`config.mk`:
```
export PLATFORM = sky130hd
export DESIGN_NAME = load_store_unit
export DESIGN_NICKNAME = d
export VERILOG_FILES = /design/src/rtl/lsu_pkg.sv /design/src/rtl/load_align.sv /design/src/rtl/load_store_unit.sv
export SDC_FILE = /design/constraint.sdc
export NUM_CORES = 1
export LEC_CHECK = 0
export CORE_UTILIZATION = 40
export CTS_CLUSTER_DIAMETER = 150
export DETAILED_ROUTE_END_ITERATION = 10
export GPL_ROUTABILITY_DRIVEN = 0
export PLACE_DENSITY = 0.77
export SLEW_MARGIN = 40
export SYNTH_ARGS = -nofsm -noshare
export SYNTH_HDL_FRONTEND = slang
export SYNTH_SLANG_ARGS = --single-unit
```
`constraint.sdc`:
```
create_clock -name clk -period 6.82 [get_ports clk]
set_input_delay 2.046 -clock clk [delete_from_list [all_inputs] [get_ports clk]]
set_output_delay 2.046 -clock clk [all_outputs]
set_load 0.05 [all_outputs]
```
`src/rtl/lsu_pkg.sv`:
```
// lsu_pkg: size encodings, FSM states, counter width and misalignment check shared by the load/store unit
package lsu_pkg;
  typedef enum logic [1:0] {SZ_B = 2'd0, SZ_H = 2'd1, SZ_W = 2'd2, SZ_X = 2'd3} size_e;
  typedef enum logic [1:0] {IDLE, ACCESS, RESP} state_e;
  localparam int CNT_W = 4;
  function automatic logic misaligned(input logic [1:0] size, input logic [1:0] off);
    return size == SZ_X || (size == SZ_H && off[0]) || (size == SZ_W && off != 2'd0);
  endfunction
endpackage

```
`src/rtl/load_align.sv`:
```
// load_align: shifts a read word down by byte offset then sign/zero-extends per size (rdata_i, offset_i, size_i, uns_i -> result_o)
module load_align
  import lsu_pkg::*;
(
  input  logic [31:0] rdata_i,
  input  logic [1:0]  offset_i,
  input  logic [1:0]  size_i,
  input  logic        uns_i,
  output logic [31:0] result_o
);
  logic [31:0] sh;
  assign sh = rdata_i >> {offset_i, 3'b000};
  assign result_o = size_i == SZ_B ? {{24{~uns_i & sh[7]}}, sh[7:0]} :
                    size_i == SZ_H ? {{16{~uns_i & sh[15]}}, sh[15:0]} : sh;
endmodule

```
`src/rtl/load_store_unit.sv`:
```
// load_store_unit: one-outstanding load/store FSM; in_* request handshake, mem_* word-aligned memory port held MEM_LAT cycles, out_* response handshake
module load_store_unit
  import lsu_pkg::*;
#(
  parameter int MEM_LAT = 1
) (
  input  logic        clk,
  input  logic        rst,
  input  logic        in_valid,
  output logic        in_ready,
  input  logic        in_wen,
  input  logic [31:0] in_addr,
  input  logic [31:0] in_wdata,
  input  logic [1:0]  in_size,
  input  logic        in_unsigned,
  input  logic [4:0]  in_rd,
  output logic        out_valid,
  input  logic        out_ready,
  output logic [31:0] out_rdata,
  output logic [4:0]  out_rd,
  output logic        out_err,
  output logic        mem_valid,
  output logic        mem_wen,
  output logic [31:0] mem_raddr,
  output logic [31:0] mem_waddr,
  output logic [31:0] mem_wdata,
  output logic [7:0]  mem_wmask,
  input  logic [31:0] mem_rdata
);
  state_e            state_q, state_d;
  logic [CNT_W-1:0]  cnt_q, cnt_d;
  logic [31:0]       addr_q, addr_d, wdata_q, wdata_d, rdata_q, rdata_d, aligned;
  logic [1:0]        off_q, off_d, size_q, size_d;
  logic [7:0]        wmask_q, wmask_d;
  logic [4:0]        rd_q, rd_d;
  logic              uns_q, uns_d, wen_q, wen_d, err_q, err_d, st;
  logic [3:0]        mask4;

  load_align u_align (.rdata_i(mem_rdata), .offset_i(off_q), .size_i(size_q), .uns_i(uns_q), .result_o(aligned));

  assign mask4 = in_size == SZ_B ? 4'b0001 : in_size == SZ_H ? 4'b0011 : 4'b1111;
  assign st    = in_wen && !misaligned(in_size, in_addr[1:0]);

  always_comb begin
    state_d = state_q;
    cnt_d   = cnt_q;
    addr_d  = addr_q;
    off_d   = off_q;
    size_d  = size_q;
    uns_d   = uns_q;
    rd_d    = rd_q;
    wen_d   = wen_q;
    err_d   = err_q;
    wdata_d = wdata_q;
    wmask_d = wmask_q;
    rdata_d = rdata_q;
    if (in_valid && in_ready) begin
      err_d   = misaligned(in_size, in_addr[1:0]);
      state_d = err_d ? RESP : ACCESS;
      cnt_d   = CNT_W'(MEM_LAT - 1);
      addr_d  = {in_addr[31:2], 2'b00};
      off_d   = in_addr[1:0];
      size_d  = in_size;
      uns_d   = in_unsigned;
      rd_d    = in_rd;
      wen_d   = in_wen;
      wmask_d = st ? {4'b0000, mask4 << in_addr[1:0]} : 8'h00;
      wdata_d = st ? in_wdata << {in_addr[1:0], 3'b000} : 32'h0;
      rdata_d = 32'h0;
    end else if (state_q == ACCESS) begin
      cnt_d   = cnt_q == '0 ? '0 : cnt_q - 1'b1;
      state_d = cnt_q == '0 ? RESP : ACCESS;
      rdata_d = cnt_q == '0 && !wen_q ? aligned : rdata_q;
    end else if (state_q == RESP && out_ready) begin
      state_d = IDLE;
    end
  end

  always_ff @(posedge clk or posedge rst) begin
    if (rst) begin
      state_q <= IDLE;
      cnt_q   <= '0;
      addr_q  <= '0;
      off_q   <= '0;
      size_q  <= '0;
      uns_q   <= 1'b0;
      rd_q    <= '0;
      wen_q   <= 1'b0;
      err_q   <= 1'b0;
      wdata_q <= '0;
      wmask_q <= '0;
      rdata_q <= '0;
    end else begin
      state_q <= state_d;
      cnt_q   <= cnt_d;
      addr_q  <= addr_d;
      off_q   <= off_d;
      size_q  <= size_d;
      uns_q   <= uns_d;
      rd_q    <= rd_d;
      wen_q   <= wen_d;
      err_q   <= err_d;
      wdata_q <= wdata_d;
      wmask_q <= wmask_d;
      rdata_q <= rdata_d;
    end
  end

  assign in_ready  = state_q == IDLE && !rst;
  assign mem_valid = state_q == ACCESS;
  assign mem_wen   = mem_valid && wen_q && cnt_q == '0;
  assign mem_raddr = addr_q;
  assign mem_waddr = addr_q;
  assign mem_wdata = wdata_q;
  assign mem_wmask = wmask_q;
  assign out_valid = state_q == RESP;
  assign out_rdata = rdata_q;
  assign out_rd    = rd_q;
  assign out_err   = err_q;
endmodule

```
Word level (Yosys, flattened, before mapping)
Cells that the tools add are included.
W data, S select, Z words.
{ "totals": {"register_bits": 120, "inputBits": 109, "output_inout_bits": 146, "word_cells": 65} }
{ "op_classes": {"addsub": 1, "eq_ne": 6, "shifts": 3, "mux": 17, "bitwise_logic": 3, "n_reduce_logical": 23} }
{ "op_table": {"columns": ["operator", "count"], "rows": [
  ["$mux W32", 6],
  ["$shl A32 B5 Y32", 1],
  ["$shr A32 B5 Y32", 1],
  ["$mux W4", 6],
  ["$mux W2", 5],
  ["$logic_and A1 B1 Y1", 9],
  ["$eq A2 B1 Y1 const B", 3],
  ["$eq A2 B2 Y1 const B", 3],
  ["$logic_not A2 Y1", 3],
  ["$reduce_bool A2 Y1", 3],
  ["$logic_not A4 Y1", 1],
  ["$shl A4 B2 Y4", 1],
  ["$sub A4 B1 Y4 const B", 1],
  ["$logic_not A1 Y1", 3],
  ["$reduce_bool A3 Y1", 1],
  ["$and A1 B1 Y1", 2],
  ["$logic_or A1 B1 Y1", 2],
  ["$reduce_and A2 Y1", 1],
  ["$not A1 Y1", 1]
]} }

Depth between registers and ports, before layout
{ "logic_depth": {"ltp_word": 7, "depth_mapped": 7, "mapped_depth_nobuf": 6} }

Hierarchy
Synthesis repeated with hierarchy kept, for this count alone.
{ "unflattened": {"hier_cells": 709, "hier_area_um2": 6273.5} }
{ "modules_own_cells": {"columns": ["module", "instances", "cells_per_inst", "area_each_um2", "seq_area_each_um2"], "rows": [
  ["load_store_unit", 1, 592, 5540.3, 2902.8],
  ["load_align", 1, 117, 733.2, 0.0]
]} }

Worst setup path after synthesis
No wires, ideal clock.
{ "synth_timing": {"path_kind": "input to output", "from": "in rst", "to": "out in_ready", "arrival_ns": 3.091, "t_required_ns": 4.774, "path_slack_ns": 1.683, "path_stages": 1, "path_buffers": 0, "cell_sequence": "nor3_1"} }
{ "synth_between": {"elab_chain_cells": 2} }
{ "synth_rtl": {"columns": ["item", "line", "source"], "rows": [
  ["start: declaration", "load_store_unit.sv:8", "input logic rst,"],
  ["$logic_not A1 Y1", "load_store_unit.sv:109", "assign in_ready = state_q == IDLE && !rst;"],
  ["$logic_and A1 B1 Y1", "load_store_unit.sv:109", null],
  ["end: declaration", "load_store_unit.sv:10", "output logic in_ready,"]
]} }
No other way between the ends.

Final worst setup path
Ends and elaborated chain as after synthesis.

==> impl_metrics.ini <==
[worst_setup_path]
startpoint_type = input pin
cp-end-kind = primary output
reg2reg_from = cnt_q[0]
worstSetupStartpoint = rst
critPathMaxStageDelay_ps = 840
worstPathMaxFanout = 4
cp.arrival_ps = 3630
critPathRequiredTime_ps = 4770
path_cells = clkdlybuf4s50_1, nor3_1, clkdlybuf4s50_1
cpMaxStageDelayCell = clkdlybuf4s50_1
cpMostUsedCell = clkdlybuf4s50_1
path_class = in2out

[yosys]
ys.warnings.count = 0
synth_edf_count = 0
syn_inst = 617
synth_seq_cells = 116
post_synth.cell_area_avg_um2 = 9.43
ys_types = 44
synthFlopType = dfrtp_1
netlist_area_um2 = 5820
synthArstFlopShare = 1.00
yosysSeqAreaShare = 0.499

[grt]
grt_pass1_wl_um = 27200
globalRouteOverflowTotal = 0
grt_pass1_vias = 5275
antenna_found_initial = 0
grt_max_degree = 83
track_usage = 0.239

[cells_and_area]
instances_no_fill = 1012
diodes = 0
multiInputGateArea_um2 = 2430
drive_gt1_frac = 0.0625
fillCellCount = 1194
nets = 930
seq_area_um2 = 2900
final_common_cell = clkdlybuf4s50_1
areaGrowthSynthToFinish_pct = 50.9
layout_common_cells = clkdlybuf4s50_1 (246), nand2_1 (157), dfrtp_1 (116)

[power]
pwr-share-comb = 0.552
power_density_nw_per_um2 = 528
vdd_ir_drop_max_mv = 0.319
total_power_mw = 4.63
p_sw_frac = 0.485
p_seq_frac = 0.249
clkPwrFrac = 0.199
p_sw_mw = 2.25
p_leak_nw = 3.94
p_int_mw = 2.39

[sta]
worstMarginPinSlew_ps = 822
holdWs_ps = 477
fmax_mhz = 176
skew_ps = 9.18
min_period_over_period = 0.833
tns_ps = 0
setup_viol = 0
maxSlewHeadroom = 0.450
finalMaxSlewViolations = 0
rsz0062_at_grt = no
finalHoldViolations = 0
fin_crit_ps = 5680

[flow_run]
maxCapViolations = 0

[detailed_routing]
viasPerCell = 5.37
vias = 5432
first_pass_iters = 7
wl_um = 17800
wl_per_cell_um = 17.6
drc_errors = 0
ant_nets = 0
first_iter_violations = 444

[clock_tree]
cts_num_sinks = 116
clockBufferDepth = 2
cts-resized-gates = 0
cts.clk_slew.worst_paths_ps = 50
cts_root_buffer = clkbuf_16
cts_tree = yes
hold_buffers = 0
cts_setup_buffers = 0
clock_latency_ps = 410
htreeDepth = 4
cts_made_buffers = 17

[floorplanning]
die_y_um = 123
core_region_area_um2 = 14000
start_util = 0.414
die_w_um = 123
fp.dieArea_um2 = 15000
rows = 43
io_pins = 255

[worst_hold_path]
worstHoldPathType = reg2reg
hp-start = out_rd[2]

[placed_design]
hpwl_um = 12600
placedCellCount = 979
numPortBuffers = 246

[outcome]
outcome = finished clean
## registers in the layout, indices dropped and copies added (netlist names)
signal	cells
cnt_q	4
mem_raddr	30
mem_wdata	32
mem_wmask	4
off_q	2
out_err	1
out_rd	5
out_rdata	32
size_q	2
state_q	2
uns_q	1
wen_q	1
## power groups by stage
stage	Sequential, mW	Clock (mW)	Combinational, mW
floorplan	1.86	0	1.09
global placement	1.14	0	2.51
detailed placement	1.16	0	2.55
CTS	1.15	0.936	2.56
global route	1.18	0.970	2.70
finish	1.15	0.924	2.56
## synthesized netlist by cell type (3+ instances only)
cell      count  area share
inv_1        13      0.0084
o31ai_1       3      0.0039
clkbuf_1     26       0.017
o21ai_0      50       0.043
mux2i_1      33       0.057
nor2b_1      19       0.020
a22oi_1      16       0.021
buf_4        38       0.049
nand2_1     157        0.10
a21oi_1      16       0.014
nand3_1       4      0.0034
nor2_1       31       0.020
a32o_1       15       0.026
a22o_1       18       0.027
dfrtp_1     116        0.50
nor3_1        3      0.0026
buf_1         6      0.0039
a211o_1      15       0.023
buf_2         7      0.0060
## final cells by class
cell class | count | area share
tap | 180 | 0.0257
multi-input combinational | 416 | 0.277
clock inverter | 12 | 0.0173
timing repair buffer | 255 | 0.290
inverter | 13 | 0.00613
sequential | 116 | 0.331
clock buffer | 20 | 0.0532
## critical path: cells and delay by family
family / cells / cell delay (ps)
buf+inv: 2 / 1390
simple gates: 1 / 190
## per-layer routing
metal | up-vias | routed length (µm) | part of all wire | global-route usage
met5 | - | 0 | 0 | 0
met4 | 0 | 378 | 0.021 | 0.0953
met3 | 31 | 1610 | 0.090 | 0.0743
met2 | 270 | 8900 | 0.50 | 0.396
met1 | 2651 | 6930 | 0.39 | 0.287
li1 | 2480 | - | - | -
## kinds of logic after synthesis
group                    synth area share
multiplexers                       0.0607
buffers and inverters              0.0880
AND/OR/NAND/NOR                     0.171
other                            0.000645
adder cells (fa/ha/maj)           0.00430
flip-flops                          0.499
AO/OA/AOI/OAI                       0.176
## per-stage QoR
stage | instance area (µm²) | util | setup WS, ps
2_1_floorplan | 5840 | - | 1680
3_3_place_gp | 8130 | 0.579 | 1170
3_5_place_dp | 8140 | 0.579 | 1170
4_1_cts | 8750 | 0.623 | 1170
5_1_grt | 8780 | 0.625 | 1110
6_report | 8780 | 0.625 | 1140
## worst paths after layout
kind	endpoint	slack, ps	cells after the start
max	in_ready	1140	3
min	out_rd[2]	480	2
max reg2reg	out_rdata[25]	4330	7
min reg2reg	out_rd[2]	480	2
max in group asynchronous	mem_wdata[5]	3510	3
min in group asynchronous	mem_raddr[20]	2210	2
Note: power is estimated with default switching activity, not from simulation.
